### src/rtl/mul_seq_pkg.sv
// rtl/mul_seq_pkg.sv - shared state type and step helper for the sequential 4:2 multiplier
package mul_seq_pkg;

  typedef enum logic [1:0] {
    IDLE,
    COMPRESS,
    RESOLVE,
    DONE
  } mul_seq_state_e;

  function automatic int steps(input int width);
    return width / 2;
  endfunction

endpackage

### src/rtl/cmprs_4to2.sv
// rtl/cmprs_4to2.sv - 4-to-2 compressor cell built from two chained full adders
module cmprs_4to2 (
  input  logic [3:0] i_data,
  input  logic       i_cin,
  output logic       o_sum,
  output logic [1:0] o_cout
);

  logic w_s1;

  // o_cout[1] never depends on i_cin, so the row's cin chain does not ripple
  assign w_s1      = i_data[0] ^ i_data[1] ^ i_data[2];
  assign o_cout[1] = (i_data[0] & i_data[1]) | (i_data[0] & i_data[2]) | (i_data[1] & i_data[2]);
  assign o_sum     = w_s1 ^ i_data[3] ^ i_cin;
  assign o_cout[0] = (w_s1 & i_data[3]) | (w_s1 & i_cin) | (i_data[3] & i_cin);

endmodule

### src/rtl/csa_row_4to2.sv
// rtl/csa_row_4to2.sv - one row of 4:2 compressors folding two partial products into a carry-save pair
module csa_row_4to2 #(
  parameter int N = 32
) (
  input  logic [N-1:0] i_s,
  input  logic [N-1:0] i_c,
  input  logic [N-1:0] i_pp0,
  input  logic [N-1:0] i_pp1,
  output logic [N-1:0] o_sum,
  output logic [N-1:0] o_carry
);

  logic [N-1:0] w_cout0;
  logic [N-1:0] w_cout1;
  logic [N-1:0] w_cin;
  logic [1:0]   w_unused_top;

  assign w_cin = {w_cout1[N-2:0], 1'b0};

  for (genvar j = 0; j < N; j++) begin : g_col
    cmprs_4to2 u_cell (
      .i_data ({i_pp1[j], i_pp0[j], i_c[j], i_s[j]}),
      .i_cin  (w_cin[j]),
      .o_sum  (o_sum[j]),
      .o_cout ({w_cout1[j], w_cout0[j]})
    );
  end

  // carries leaving the top column fall outside the modulo-2^N result
  assign o_carry      = {w_cout0[N-2:0], 1'b0};
  assign w_unused_top = {w_cout1[N-1], w_cout0[N-1]};

endmodule

### src/rtl/mul_seq_4to2.sv
// rtl/mul_seq_4to2.sv - iterative unsigned multiplier retiring two multiplier bits per cycle
module mul_seq_4to2
  import mul_seq_pkg::*;
#(
  parameter int WIDTH = 16
) (
  input  logic               clk,
  input  logic               rst_n,
  input  logic               in_valid,
  output logic               in_ready,
  input  logic [WIDTH-1:0]   in_a,
  input  logic [WIDTH-1:0]   in_b,
  output logic               out_valid,
  input  logic               out_ready,
  output logic [2*WIDTH-1:0] out_prod,
  output logic               busy
);

  localparam int STEPS = steps(WIDTH);
  localparam int CW    = $clog2(STEPS);
  localparam int PW    = 2 * WIDTH;
  localparam logic [CW-1:0] LAST_STEP = CW'(STEPS - 1);

  if ((WIDTH % 2) != 0 || WIDTH < 4) begin : g_bad_width
    $error("mul_seq_4to2: WIDTH must be even and >= 4");
  end

  mul_seq_state_e r_state;
  mul_seq_state_e w_next;

  logic [WIDTH-1:0] r_a;
  logic [WIDTH-1:0] r_b;
  logic [PW-1:0]    r_s;
  logic [PW-1:0]    r_c;
  logic [CW-1:0]    r_cnt;
  logic [PW-1:0]    r_prod;

  logic [PW-1:0]    w_pp0;
  logic [PW-1:0]    w_pp1;
  logic [PW-1:0]    w_sum;
  logic [PW-1:0]    w_carry;

  always_comb begin
    w_next    = r_state;
    in_ready  = 1'b0;
    out_valid = 1'b0;
    busy      = 1'b1;
    case (r_state)
      IDLE: begin
        in_ready = 1'b1;
        busy     = 1'b0;
        if (in_valid) w_next = COMPRESS;
      end
      COMPRESS: if (r_cnt == LAST_STEP) w_next = RESOLVE;
      RESOLVE:  w_next = DONE;
      DONE: begin
        out_valid = 1'b1;
        if (out_ready) w_next = IDLE;
      end
      default: w_next = IDLE;
    endcase
  end

  // the step counter selects multiplier bit pair 2i/2i+1 and its shift
  always_comb begin
    w_pp0 = '0;
    w_pp1 = '0;
    for (int k = 0; k < STEPS; k++) begin
      if (r_cnt == CW'(k)) begin
        w_pp0 = PW'(r_a & {WIDTH{r_b[2*k]}}) << (2 * k);
        w_pp1 = PW'(r_a & {WIDTH{r_b[2*k+1]}}) << (2 * k + 1);
      end
    end
  end

  csa_row_4to2 #(
    .N (PW)
  ) u_row (
    .i_s     (r_s),
    .i_c     (r_c),
    .i_pp0   (w_pp0),
    .i_pp1   (w_pp1),
    .o_sum   (w_sum),
    .o_carry (w_carry)
  );

  always_ff @(posedge clk or negedge rst_n) begin
    if (!rst_n) begin
      r_state <= IDLE;
      r_a     <= '0;
      r_b     <= '0;
      r_s     <= '0;
      r_c     <= '0;
      r_cnt   <= '0;
      r_prod  <= '0;
    end else begin
      r_state <= w_next;
      case (r_state)
        IDLE: begin
          if (in_valid) begin
            r_a   <= in_a;
            r_b   <= in_b;
            r_s   <= '0;
            r_c   <= '0;
            r_cnt <= '0;
          end
        end
        COMPRESS: begin
          r_s <= w_sum;
          r_c <= w_carry;
          if (r_cnt != LAST_STEP) r_cnt <= r_cnt + CW'(1);
        end
        RESOLVE: r_prod <= r_s + r_c;
        default: ;
      endcase
    end
  end

  assign out_prod = r_prod;

endmodule
### config.mk
export PLATFORM = sky130hd
export DESIGN_NAME = mul_seq_4to2
export DESIGN_NICKNAME = d
export VERILOG_FILES = /design/src/rtl/mul_seq_pkg.sv /design/src/rtl/cmprs_4to2.sv /design/src/rtl/csa_row_4to2.sv /design/src/rtl/mul_seq_4to2.sv
export SDC_FILE = /design/constraint.sdc
export NUM_CORES = 1
export LEC_CHECK = 0
export CORE_MARGIN = 8
export CORE_UTILIZATION = 30
export CTS_BUF_LIST = sky130_fd_sc_hd__clkbuf_2 sky130_fd_sc_hd__clkbuf_4 sky130_fd_sc_hd__clkbuf_8
export CTS_CLUSTER_DIAMETER = 100
export CTS_CLUSTER_SIZE = 25
export DETAILED_ROUTE_END_ITERATION = 16
export PLACE_DENSITY = 0.5
export SLEW_MARGIN = 25
export SYNTH_ARGS = -nofsm -noshare
export SYNTH_HDL_FRONTEND = slang
export SYNTH_HIERARCHICAL = 1
export SYNTH_SLANG_ARGS = --single-unit
### constraint.sdc
create_clock -name clk -period 8.1 [get_ports clk]
set_input_delay 1.62 -clock clk [delete_from_list [all_inputs] [get_ports clk]]
set_output_delay 1.62 -clock clk [all_outputs]
set_load 0.05 [all_outputs]
==> metrics.md <==
| Metric | Value |
|---|---|
| NetSw | around 2.3 mW |
| Fmax | between 0.2 and 0.25 GHz |
| CTS Sinks | around 130 |
| Post-layout util | about a third |
| Maximum VDD drop | between 0.15 and 0.2 mV |
| Fin cells | between 1500 and 2000 |
| Max FO, Critical Path | 27 |
| Clk_lat worst skew | slightly below 500 ps |
| Final net count | roughly 1500 |
| Total grt overflow | 0 |
| Routed wire length | ~34000 um |
| CP required | ~8500 ps |
| Final min period | 4440 ps |
| Post-CTS Hold Buffers | 0 |
| Outcome | finished clean |
| Dpl ws | 3750 ps |
| CP arrival | between 4000 and 5000 ps |
| Antenna viol nets, final | 0 |
| Boundary Pins | 71 |
| Initial antenna violation count | 0 |
| Fin Setup TNS | 0 ps |
| Via count | slightly below 10000 |
| Sw Ratio | about 52% |
| CTS H-tree lvls | 4 |
| Register clock-pin slew on the reported worst setup and hold paths | 90 ps |
| Cell count after synthesis | between 1000 and 1500 |
| Fin Clk Skew | ~30 ps |
| Final setup margin | between 3000 and 4000 ps |
| Synthesis warning total | 6 |
| Power share of the clock group | around an eighth |
| Cts repair resizes | 0 |
| Slew headroom | 36.4% |
| Average wire per standard cell | about 18 um |
| Worst-Margin Slew | about 950 ps |
| Pint | roughly 2.1 mW |
| Crit. Startpoint | r_cnt[2] |
| Max-slew violations | 0 |
| CTS tree | done |
| Worst min path class | reg -> reg |
| Die width | ~210 um |
| RSZ-0062 raised after global routing | no |
| Reg2reg setup slack | 3660 ps |
| Share of layout cells above drive strength 1 | 8.21% |
| Sequential Power Share | around 31% |
| DRC | 0 |
| Vias in the first global route | between 9000 and 10000 |
| Maximum clock insertion buffer count | 2 |
| # setup viols final | 0 |
| Placed Cells | between 1500 and 2000 |
| Leak Pwr | 5.57 nW |
| Pwr/cell area | 341 nW/um^2 |
| Gate power share | a little under three fifths |
| DP Area | 12500 um^2 |
| RR Startpoint | r_cnt[2] |
| Crit share post-route | 54.8% |
| GP Congestion | ~0.86 |
| Total GRT Usage | 15.0% |
| Detail Placement HPWL | 24800 um |
| CTS Root Cell | clkbuf_8 |
| Die area | about 45000 um^2 |
| P&R area growth vs syn | 11.6% |
| Highest routed layer | met4 |
| DR iter-0 viols | approximately 630 |
| Clock buffer count from CTS | 17 |
| Fin area | around 13000 um^2 |
| First-pass GRT wire length | around 54000 um |
| Routed vias/inst | between 5 and 6 |
| Post-CTS Setup Inserts | 0 |
| Maxcap violations | 0 |
| Initial Util | approximately 30% |
| First-pass iteration count of the detailed router | 8 |
| Row cnt | 72 |
| Final hold violation count | 0 |
| PortBufs | 70 |
| R2r worst-path depth | 12 |
| Largest net degree at the start of global routing | 84 |
| Netlist Area Pre-Place | about 12000 um^2 |
| Routed wl met3 | about 1500 um |
| Setup Crit Path Kind | reg -> reg |
| Crit Reg-Reg Endpoint | r_s[4] |
| Diodes inserted | 0 |
| Core area | approximately 38000 um^2 |
| CP startpoint kind | register |
| Crit. End Element | register |
| Mean Syn Cell Area | 8.51 um^2 |
| Die Ht | between 200 and 250 um |
| Met1 wire length | 16700 um |
| Critical Path End | r_s[4] |
| WL met2 | roughly 15000 um |
-- area by class of cell --
cell class,instances,area [um^2]
repair buffers,82,792
inverters,275,1030
flip-flops and latches,133,3330
fillers,4022,25400
multi-input cells,831,6720
clock buffers,18,248
clock inverters,13,111
well taps,518,648
-- placed cells by master (no fill, tap or decap), drive strengths merged, types with 13 or more instances in the layout --
cell / count
and3: 14
nand3: 33
a21oi: 79
dfrtp: 133
inv: 273
nand2: 82
a221oi: 24
clkdlybuf4s50: 69
buf: 13
o21ai: 56
mux2: 43
a22o: 83
nor3: 29
ha: 41
o31ai: 15
fa: 65
nor2: 42
a22oi: 30
a31oi: 23
clkbuf: 18
-- flip-flops by register name, indices dropped and copies added, names as in the netlist --
register  flops
r_c          32
out_prod     32
r_state       2
r_s          32
r_b          16
r_a          16
r_cnt         3
-- metal layers --
metal | track usage, % | vias up
li1 | - | 4639
met1 | 21.7 | 4709
met2 | 22.4 | 273
met3 | 2.51 | 47
met4 | 5.20 | 0
met5 | 0 | -
-- per-stage QoR --
stage	hold slack, ps	total power, mW
3_3_place_gp	474	3.81
4_1_cts	499	4.43
3_5_place_dp	479	3.86
6_report	491	4.39
5_1_grt	529	4.79
2_1_floorplan	471	3.11
-- worst min path at each step --
stage | startpoint | end | slack, ps | cells after the start
6_report | out_prod[18] | out_prod[18] | 490 | 2
5_1_grt | out_prod[5] | out_prod[5] | 530 | 1
4_1_cts | out_prod[18] | out_prod[18] | 500 | 2
3_5_place_dp | out_prod[18] | out_prod[18] | 480 | 2
3_3_place_gp | out_prod[18] | out_prod[18] | 470 | 2
2_1_floorplan | r_b[2] | r_b[2] | 470 | 1
-- power groups by stage --
| stage | Clock [mW] | Sequential, mW | Combinational [mW] |
|---|---|---|---|
| 2_1_floorplan | 0 | 1.19 | 1.92 |
| 3_3_place_gp | 0 | 1.34 | 2.47 |
| 3_5_place_dp | 0 | 1.34 | 2.52 |
| 4_1_cts | 0.568 | 1.33 | 2.53 |
| 5_1_grt | 0.595 | 1.38 | 2.82 |
| 6_report | 0.545 | 1.34 | 2.51 |
-- worst max-delay path: stages (launching register included) --
cell and delay, ps:
dfrtp_1 630, ha_1 630, nor2_1 690, nand2_1 500, or3_1 530, nor2_1 130, inv_1 60, fa_1 350
inv_1 60, inv_1 50, fa_1 490, inv_1 30, a22o_1 180
Note: power is estimated with default switching activity, not from simulation.
